`config.mk`:
```
export PLATFORM = sky130hd
export DESIGN_NAME = in_ctrl
export DESIGN_NICKNAME = d
export VERILOG_FILES = /design/src/rtl/calc_pkg.sv /design/src/rtl/btn_debounce.sv /design/src/rtl/in_ctrl.sv
export SDC_FILE = /design/constraint.sdc
export NUM_CORES = 1
export LEC_CHECK = 0
export ABC_CLOCK_PERIOD_IN_PS = 13800
export CORE_ASPECT_RATIO = 0.75
export CORE_UTILIZATION = 50
export CTS_CLUSTER_SIZE = 30
export DETAILED_ROUTE_END_ITERATION = 12
export HOLD_SLACK_MARGIN = 0.06
export PLACE_DENSITY = 0.76
export SLEW_MARGIN = 20
export SYNTH_ARGS = -nofsm -noshare
export SYNTH_HDL_FRONTEND = slang
export SYNTH_SLANG_ARGS = --single-unit
```
`constraint.sdc`:
```
create_clock -name clk -period 13.8 [get_ports clk]
set_input_delay 1.38 -clock clk [delete_from_list [all_inputs] [get_ports clk]]
set_output_delay 1.38 -clock clk [all_outputs]
set_load 0.03 [all_outputs]
```
`src/rtl/calc_pkg.sv`:
```
// ============================================================================
// Module      : calc_pkg
// Description : Shared definitions for the two-operand calculator. Holds the
//               display state encoding used by both the input controller and
//               the output controller, and the operation select codes.
// Revision    : 1.0 - initial release
// ============================================================================
`default_nettype none

package calc_pkg;

    // Display state encoding (visible on estate)
    localparam logic [1:0] ST_ENTER_A  = 2'b00;
    localparam logic [1:0] ST_ENTER_B  = 2'b01;
    localparam logic [1:0] ST_SHOW_RES = 2'b10;
    localparam logic [1:0] ST_ERROR    = 2'b11;

    // Operation select codes (op_sel)
    localparam logic [1:0] OP_ADD = 2'b00;
    localparam logic [1:0] OP_SUB = 2'b01;
    localparam logic [1:0] OP_MUL = 2'b10;
    localparam logic [1:0] OP_DIV = 2'b11;

    typedef enum logic [1:0] {
        S_ENTER_A  = ST_ENTER_A,
        S_ENTER_B  = ST_ENTER_B,
        S_SHOW_RES = ST_SHOW_RES,
        S_ERROR    = ST_ERROR
    } state_t;

endpackage : calc_pkg

`default_nettype wire

```
`src/rtl/btn_debounce.sv`:
```
// ============================================================================
// Module      : btn_debounce
// Description : Conditions one raw push-button: 2-flop synchronizer, debounce
//               counter and rising-edge detector. Emits a one-cycle pulse on
//               each accepted press.
// Ports       : clk     - system clock
//               rst     - asynchronous active-high reset
//               btn_raw - raw, bouncing, active-high button
//               press_p - one-cycle pulse per accepted press
// Revision    : 1.0 - initial release
// ============================================================================
`default_nettype none

module btn_debounce #(
    parameter int DEB_CYCLES = 250000
) (
    input  logic clk,
    input  logic rst,
    input  logic btn_raw,
    output logic press_p
);

    localparam int                 CNT_W   = $clog2(DEB_CYCLES + 1);
    localparam logic [CNT_W-1:0]   CNT_MAX = CNT_W'(DEB_CYCLES - 1);

    logic             sync1_q, sync2_q;
    logic             vld1_q, vld2_q;
    logic [CNT_W-1:0] cnt_q, cnt_d;
    logic             acc_q, acc_d;
    logic             acc_dly_q;
    logic             armed_q, armed_d;

    // The valid pipeline marks when the synchronizer holds a real sample
    // rather than its reset value. Until then nothing is debounced.
    //
    // After reset the path is disarmed: it must first see the button
    // released for DEB_CYCLES consecutive cycles, so a press still held
    // through reset release never produces a pulse.
    always_comb begin
        cnt_d   = '0;
        acc_d   = acc_q;
        armed_d = armed_q;
        if (vld2_q) begin
            if (!armed_q) begin
                if (!sync2_q) begin
                    if (cnt_q == CNT_MAX) begin
                        armed_d = 1'b1;
                    end else begin
                        cnt_d = cnt_q + 1'b1;
                    end
                end
            end else if (sync2_q != acc_q) begin
                if (cnt_q == CNT_MAX) begin
                    acc_d = sync2_q;
                end else begin
                    cnt_d = cnt_q + 1'b1;
                end
            end
        end
    end

    always_ff @(posedge clk or posedge rst) begin
        if (rst) begin
            sync1_q   <= 1'b0;
            sync2_q   <= 1'b0;
            vld1_q    <= 1'b0;
            vld2_q    <= 1'b0;
            cnt_q     <= '0;
            acc_q     <= 1'b0;
            acc_dly_q <= 1'b0;
            armed_q   <= 1'b0;
        end else begin
            sync1_q   <= btn_raw;
            sync2_q   <= sync1_q;
            vld1_q    <= 1'b1;
            vld2_q    <= vld1_q;
            cnt_q     <= cnt_d;
            acc_q     <= acc_d;
            acc_dly_q <= acc_q;
            armed_q   <= armed_d;
        end
    end

    assign press_p = acc_q & ~acc_dly_q;

endmodule : btn_debounce

`default_nettype wire

```
`src/rtl/in_ctrl.sv`:
```
// ============================================================================
// Module      : in_ctrl
// Description : Input-side controller of the two-operand calculator. Debounces
//               enter/clear, captures operands A and B from the switches,
//               computes and latches the result, and drives the display state.
// Ports       : clk, rst            - clock, asynchronous active-high reset
//               sw[WIDTH]           - operand switches
//               op_sel[2]           - 00 add, 01 sub, 10 mul, 11 div
//               btn_enter/btn_clear - raw bouncing buttons
//               estate[2]           - display state code
//               mem1/mem2/result    - operand A, operand B, result
//               err                 - high while in ERROR
// Revision    : 1.0 - initial release
// ============================================================================
`default_nettype none

module in_ctrl
    import calc_pkg::*;
#(
    parameter int DEB_CYCLES = 250000,
    parameter int WIDTH      = 8
) (
    input  logic             clk,
    input  logic             rst,
    input  logic [WIDTH-1:0] sw,
    input  logic [1:0]       op_sel,
    input  logic             btn_enter,
    input  logic             btn_clear,
    output logic [1:0]       estate,
    output logic [WIDTH-1:0] mem1,
    output logic [WIDTH-1:0] mem2,
    output logic [WIDTH-1:0] result,
    output logic             err
);

    logic enter_p, clear_p;

    btn_debounce #(.DEB_CYCLES(DEB_CYCLES)) u_deb_enter (
        .clk     (clk),
        .rst     (rst),
        .btn_raw (btn_enter),
        .press_p (enter_p)
    );

    btn_debounce #(.DEB_CYCLES(DEB_CYCLES)) u_deb_clear (
        .clk     (clk),
        .rst     (rst),
        .btn_raw (btn_clear),
        .press_p (clear_p)
    );

    // Unsigned ALU; returns {error, value}.
    function automatic logic [WIDTH:0] alu(input logic [WIDTH-1:0] a,
                                           input logic [WIDTH-1:0] b,
                                           input logic [1:0]       op);
        logic [WIDTH:0]     sum;
        logic [2*WIDTH-1:0] prod;
        logic               e;
        logic [WIDTH-1:0]   v;
        sum  = {1'b0, a} + {1'b0, b};
        prod = {{WIDTH{1'b0}}, a} * {{WIDTH{1'b0}}, b};
        e    = 1'b0;
        v    = '0;
        case (op)
            OP_ADD: begin
                e = sum[WIDTH];
                v = sum[WIDTH-1:0];
            end
            OP_SUB: begin
                e = (a < b);
                v = a - b;
            end
            OP_MUL: begin
                e = |prod[2*WIDTH-1:WIDTH];
                v = prod[WIDTH-1:0];
            end
            default: begin
                e = (b == '0);
                v = e ? '0 : (a / b);
            end
        endcase
        return {e, v};
    endfunction

    state_t           state_q, state_d;
    logic [WIDTH-1:0] mem1_q, mem1_d;
    logic [WIDTH-1:0] mem2_q, mem2_d;
    logic [WIDTH-1:0] res_q, res_d;
    logic             err_q, err_d;
    logic [WIDTH:0]   alu_out;

    // B is taken straight from the switches so the result is computed in
    // the same cycle that B is captured.
    assign alu_out = alu(mem1_q, sw, op_sel);

    always_comb begin
        state_d = state_q;
        mem1_d  = mem1_q;
        mem2_d  = mem2_q;
        res_d   = res_q;
        err_d   = err_q;
        // Clear takes precedence over a coincident enter.
        if (clear_p) begin
            state_d = S_ENTER_A;
            mem1_d  = '0;
            mem2_d  = '0;
            res_d   = '0;
            err_d   = 1'b0;
        end else if (enter_p) begin
            case (state_q)
                S_ENTER_A: begin
                    mem1_d  = sw;
                    state_d = S_ENTER_B;
                end
                S_ENTER_B: begin
                    mem2_d = sw;
                    if (alu_out[WIDTH]) begin
                        res_d   = '0;
                        err_d   = 1'b1;
                        state_d = S_ERROR;
                    end else begin
                        res_d   = alu_out[WIDTH-1:0];
                        state_d = S_SHOW_RES;
                    end
                end
                default: begin
                    state_d = S_ENTER_A;
                    mem1_d  = '0;
                    mem2_d  = '0;
                    res_d   = '0;
                    err_d   = 1'b0;
                end
            endcase
        end
    end

    always_ff @(posedge clk or posedge rst) begin
        if (rst) begin
            state_q <= S_ENTER_A;
            mem1_q  <= '0;
            mem2_q  <= '0;
            res_q   <= '0;
            err_q   <= 1'b0;
        end else begin
            state_q <= state_d;
            mem1_q  <= mem1_d;
            mem2_q  <= mem2_d;
            res_q   <= res_d;
            err_q   <= err_d;
        end
    end

    assign estate = state_q;
    assign mem1   = mem1_q;
    assign mem2   = mem2_q;
    assign result = res_q;
    assign err    = err_q;

endmodule : in_ctrl

`default_nettype wire

```
Word level (Yosys, flattened, before mapping)
Index checks and enable logic that the tools add are counted.

Bitwise logic cells: 4. Order comparisons: 1. Add/sub/neg operators: 4. Divide/modulo/power cells: 1. Mux-type cells: 37. Reduce and logical (&&, ||, !) cells: 10. $mul: 1. Eq/ne operators: 10.

Operators with widths (number): $mux 18 (10); $mux 8 (8); $pmux 8 s2 (3); $add 18x1->18 const B (2); $eq 18x18->1 const B (2); $pmux 8 s3 (1); $mul 8x8->16 (1); $mux 1 (10); $add 8x8->9 (1); $div 8x8->8 (1); $logic_not 8->1 (1); $lt 8x8->1 (1); $reduce_and 4->1 (2); $reduce_or 8->1 (1); $sub 8x8->8 (1); $eq 2x1->1 const B (2); $logic_not 2->1 (2); $mux 2 (2); $ne 2x2->1 const B (2); $pmux 2 s2 (1); $reduce_and 2->1 (2); $ne 3x3->1 const B (1); $pmux 1 s3 (1); $reduce_and 3->1 (1); 6 further kinds (9).

Register bits after elaboration: 75. Logic and storage cells: 87. Input port bits: 14. Output and inout port bits: 27.

Longest topological paths before layout
Gate-level depths: netlist of the first run.

Word-level depth: 7. Gate-level depth with buffers: 53. Gate-level depth less buffers: 51.

Modules after synthesis
Synthesis of the first run repeated with hierarchy kept, for this count alone.

Cells, all modules: 891. Area total of the unflattened synthesis: 7813.7 um^2.

Modules (own cells, without submodules): in_ctrl (instances 1, cells each 675, seq. area each 675.6 um^2, area each 5514.0 um^2); btn_debounce (instances 2, cells each 108, seq. area each 625.6 um^2, area each 1149.9 um^2).

Worst setup path after synthesis of the first run
OpenSTA, ideal clock, no wires.

Kind: in2reg. From: input sw[7]. To: register res_q[0] (netlist: result[0]). Arrival: 10.710 ns. Path buffers: 3. Required time: 13.670 ns. Stages on the path: 48. Slack: 2.961 ns. Cells stage by stage: clkbuf_1 > nor4_1 > and2_1 > a21oi_1 > ha_1 > o21a_1 > o21a_1 > mux2_2 > ha_1 > o21a_1 > o21ai_2 > mux2i_1 > ha_1 > o21a_1 > o21a_1 > o21a_1 > o21ai_1 > mux2i_1 > (+12 left out) > nand2_1 > o21a_1 > ha_1 > or3_1 > o21ai_0 > a21oi_1 > a21o_1 > nand2_1 > a21o_1 > clkbuf_1 > mux2_2 > ha_1 > a21o_1 > a21oi_1 > o21ai_0 > a21oi_1 > o22a_1 > o21ai_1.

Cells in the longest elaborated chain, start to end: 7.

RTL lines: start, declared (line in_ctrl.sv:25) `input logic [WIDTH-1:0] sw,`; $div 8x8->8 (tied with other cells) (line in_ctrl.sv:79) `v = e ? '0 : (a / b);`; $mux 8 / $reduce_or 8->1 (equally long branches) (line in_ctrl.sv:79, in_ctrl.sv:74); $pmux 8 s3 / $pmux 1 s3 (equally long branches) (line in_ctrl.sv:64) `case (op)`; $mux 8 * (line in_ctrl.sv:117) `if (alu_out[WIDTH]) begin`; $pmux 8 s2 * (line in_ctrl.sv:110) `case (state_q)`; $mux 8 * (line in_ctrl.sv:109) `end else if (enter_p) begin`; $mux 8 * (line in_ctrl.sv:103) `if (clear_p) begin`; end signal, assigned (line in_ctrl.sv:148) `res_q <= res_d;`; end, declared (line in_ctrl.sv:88) `logic [WIDTH-1:0] res_q, res_d;`.

Every way passes the cells marked *; elsewhere a longest branch is shown, timed or not. The select of a mux whose other input is x is not followed. A chain may end at the register's enable or synchronous reset.

Final worst setup path of the first run
Same ends and word-level chain as after synthesis.

==> impl_metrics.csv, run 1 <==
group,metric,value,unit
clock_tree,clk-insertion-delay-late,0.33,ns
power,clockPowerShare,0.473,
finish,final_common_cell,"nor2_1",
power,ir_drop,0.0746,mV
synth,yosys.area.top_type_share,0.244,
synth,synth_edf_count,0,
finish,fin_nets,1054,
synth,synth_compound_area_frac,0.151,
synth,synth-xor-area-share,0.0547,
timing,worst_slack,1.05,ns
finish,post-route-util,0.583,
placement,dp_cells,1098,
routing,drc_errors,0,
clock_tree,cts_tree,"done",
worst_setup_path,slowest_delay,0.99,ns
die,core-area,0.0147,sq mm
timing,finalSetupViolCount,0,
timing,rsz0062_at_grt,"no",
placement,hpwl,14.2,mm
timing,tns,0,ns
timing,worstMarginPinSlew,1.04,ns
power,power.internal,0.401,mW
synth,synth.net_count,1029,
synth,synth_cell_types,65,
placement,place_congestion,0.921,
clock_tree,holdBufCountCts,0,
finish,mostFrequentLayoutCells,"nor2_1, ha_1, inv_1",
worst_setup_path,path_class,"in -> reg",
clock_tree,clk_pin_slew,0.06,ns
clock_tree,cts_buffers,9,
synth,synth-simple-area-share,0.204,
die,start_util,0.522,
routing,wl,19.1,mm
synth,ys_seq_area_frac,0.244,
routing,wl_per_cell,17.1,um
timing,hold_viol_final,0,
timing,relSlewSlack,0.300,
power,switching_power,0.129,mW
timing,finClkSkew,0.00644,ns
synth,netlist_instances,884,
worst_setup_path,required,14.00,ns
synth,synth_area_leaders,"dfrtp_1, ha_1, fa_1",
synth,synth-seq-cells,75,
worst_setup_path,critPathArrivalTime,12.95,ns
synth,yosysWarnings,0,
clock_tree,cts_max_level,3,
die,pin_count,41,
synth,muxShareOfSynthArea,0.0397,
clock_tree,post_cts_buffers,0,
synth,synth_largest_area_cell,"dfrtp_1",
min_path,hp-class,"reg -> reg",
global_route,grt_pass1_wl,31.3,mm
worst_setup_path,cp-start-kind,"primary input",
routing,antenna_left,0,
global_route,grt_pass1_vias,6206,
power,combPwrFrac,0.107,
clock_tree,clock-sinks,75,
finish,drive_gt1_frac,0.0580,
finish,n_antenna_cell,0,
synth,ys_async_sr_fraction,1.00,
worst_setup_path,cp_slowest_cell,"nor4_1",
power,seqPwrFrac,0.420,
clock_tree,cts_root_buffer,"clkbuf_16",
synth,synth-main-ff-cell,"dfrtp_1",
routing,drt_iter0_markers,498,
worst_setup_path,cpMostUsedCell,"o21a_1",
die,die_w,145,um
worst_setup_path,crit_fanout,12,
clock_tree,cts_resized,0,
timing,fin_crit_sh,0.924,
timing,final_max_slew_viol_count,0,
worst_setup_path,critPathCaptureType,"flip-flop",
die,die_h,109,um
finish,finalNonFillerCells,1114,
timing,max_freq,78.4,MHz
die,fp.dieArea,0.0159,sq mm
global_route,grt_max_degree,76,
routing,vias,6485,
finish,fillers,1294,
routing,dr.pass1.iters,5,
routing,avgViaCountPerCell,5.82,
job,cap_violations,0,
synth,synth_fa_ha_area_frac,0.250,
timing,whs,0.348,ns
power,p_leak,4.25,nW
synth,syn_area_per_cell,8.70,sq um
clock_tree,clockBufferDepth,2,
die,num_rows,38,
power,power.density,61.7,mW/mm^2
synth,synth_top_family_by_area,"adder cells",
finish,area_growth,11.6,%
timing,period_minus_slack,12.75,ns
power,p_sw_frac,0.244,
outcome,run_status,"complete, no violations",
global_route,antenna_found_initial,0,
placement,dpl_worst_slack,1.10,ns
global_route,grt_usage,0.250,
placement,portBuffers,40,
synth,synth_area,0.00769,sq mm
global_route,overflow,0,
[cell families after synthesis]
family                   count (synthesis)
XOR/XNOR                                48
AND/OR/NAND/NOR                        318
adder cells (fa/ha/maj)                131
other                                    1
buffers and inverters                  112
AO/OA/AOI/OAI                          175
multiplexers                            24
flip-flops                              75
[synth_stat cells (4+ instances only)]
cell,number
nor2_1,95
ha_1,93
inv_1,81
dfrtp_1,75
nand2_1,72
a21oi_1,40
fa_1,38
o21ai_0,36
and2_1,29
clkbuf_1,28
xnor2_1,26
nor3_1,22
o21a_1,22
xor2_1,22
nand3_1,21
a21o_1,12
mux2_2,12
and3_1,11
nand2b_1,10
nor2b_1,10
a22o_1,9
or3_1,9
nand4_1,8
o31ai_1,8
o21ai_1,7
nor4_1,6
mux2_4,5
mux2i_1,5
a211o_1,4
nand3b_1,4
nor3b_1,4
nor4b_1,4
o21bai_1,4
[power groups by stage]
stage | sequential [mW] | clock [mW] | combinational [mW]
2_1_floorplan | 0.226 | 0 | 0.0378
3_3_place_gp | 0.226 | 0 | 0.0545
4_1_cts | 0.222 | 0.255 | 0.0559
5_1_grt | 0.223 | 0.265 | 0.0625
6_report | 0.223 | 0.251 | 0.0567
3_5_place_dp | 0.226 | 0 | 0.0554
[worst paths after layout]
path                                           endpoint                         start  slack [ns]  cells after the start
max in group asynchronous         result[3]$_DFFE_PP0P_                           rst       11.57                      3
hold reg to reg            u_deb_enter.vld2_q$_DFF_PP0_  u_deb_clear.vld1_q$_DFF_PP0_        0.35                      0
setup / recovery                  result[0]$_DFFE_PP0P_                         sw[7]        1.05                     47
hold / removal             u_deb_enter.vld2_q$_DFF_PP0_  u_deb_clear.vld1_q$_DFF_PP0_        0.35                      0
setup reg to reg                  result[0]$_DFFE_PP0P_           mem1[7]$_DFFE_PP0P_        3.04                     45
min in group asynchronous           mem2[7]$_DFFE_PP0P_                           rst        1.65                      3
[cell type report]
| class | instances | area [sq um] | area share |
|---|---|---|---|
| clock buffer | 9 | 225 | 0.0262 |
| clock inverter | 7 | 100 | 0.0117 |
| inverter | 81 | 304 | 0.0354 |
| multi-input combinational | 697 | 5390 | 0.628 |
| sequential | 75 | 1880 | 0.219 |
| tap | 200 | 250 | 0.0291 |
| timing repair buffer | 45 | 438 | 0.0510 |
[state kept, by name (all words and copies together) (netlist names)]
name	count
u_deb_enter.armed_q	1
u_deb_clear.acc_q	1
u_deb_enter.acc_q	1
u_deb_clear.cnt_q	18
u_deb_enter.sync1_q	1
u_deb_clear.armed_q	1
u_deb_clear.acc_dly_q	1
result	8
u_deb_clear.sync1_q	1
u_deb_clear.sync2_q	1
err	1
u_deb_clear.vld1_q	1
mem1	8
estate	2
u_deb_enter.cnt_q	18
mem2	8
u_deb_enter.sync2_q	1
u_deb_enter.acc_dly_q	1
u_deb_enter.vld2_q	1
[per-layer routing]
| layer | GRT usage | up-vias | part of all wire |
|---|---|---|---|
| met5 | 0 | - | 0 |
| met4 | 0.0571 | 0 | 0.014 |
| met3 | 0.0481 | 29 | 0.072 |
| met2 | 0.392 | 215 | 0.43 |
| met1 | 0.357 | 3133 | 0.49 |
| li1 | - | 3108 | - |
[per-stage QoR]
stage,total power [mW],instance area (sq um)
finish,0.530,8590
global route,0.550,8590
CTS,0.533,8590
detailed placement,0.282,8260
global placement,0.281,8260
floorplan,0.264,7690
[critical path, delay by kind of cell]
kind	cells	cell delay, ns
AO/OA/AOI/OAI	30	5.54
adder cells (fa/ha/maj)	7	2.06
buffers and inverters	1	0.72
multiplexers	3	0.99
AND/OR/NAND/NOR	6	2.23
(Power assumes the default switching activity.)
==> run 2, diff against run 1 <==
SLEW_MARGIN = 5   (was 20)
==> results of run 2 <==
Final layout, timing and power as in run 1 (identical DEF).
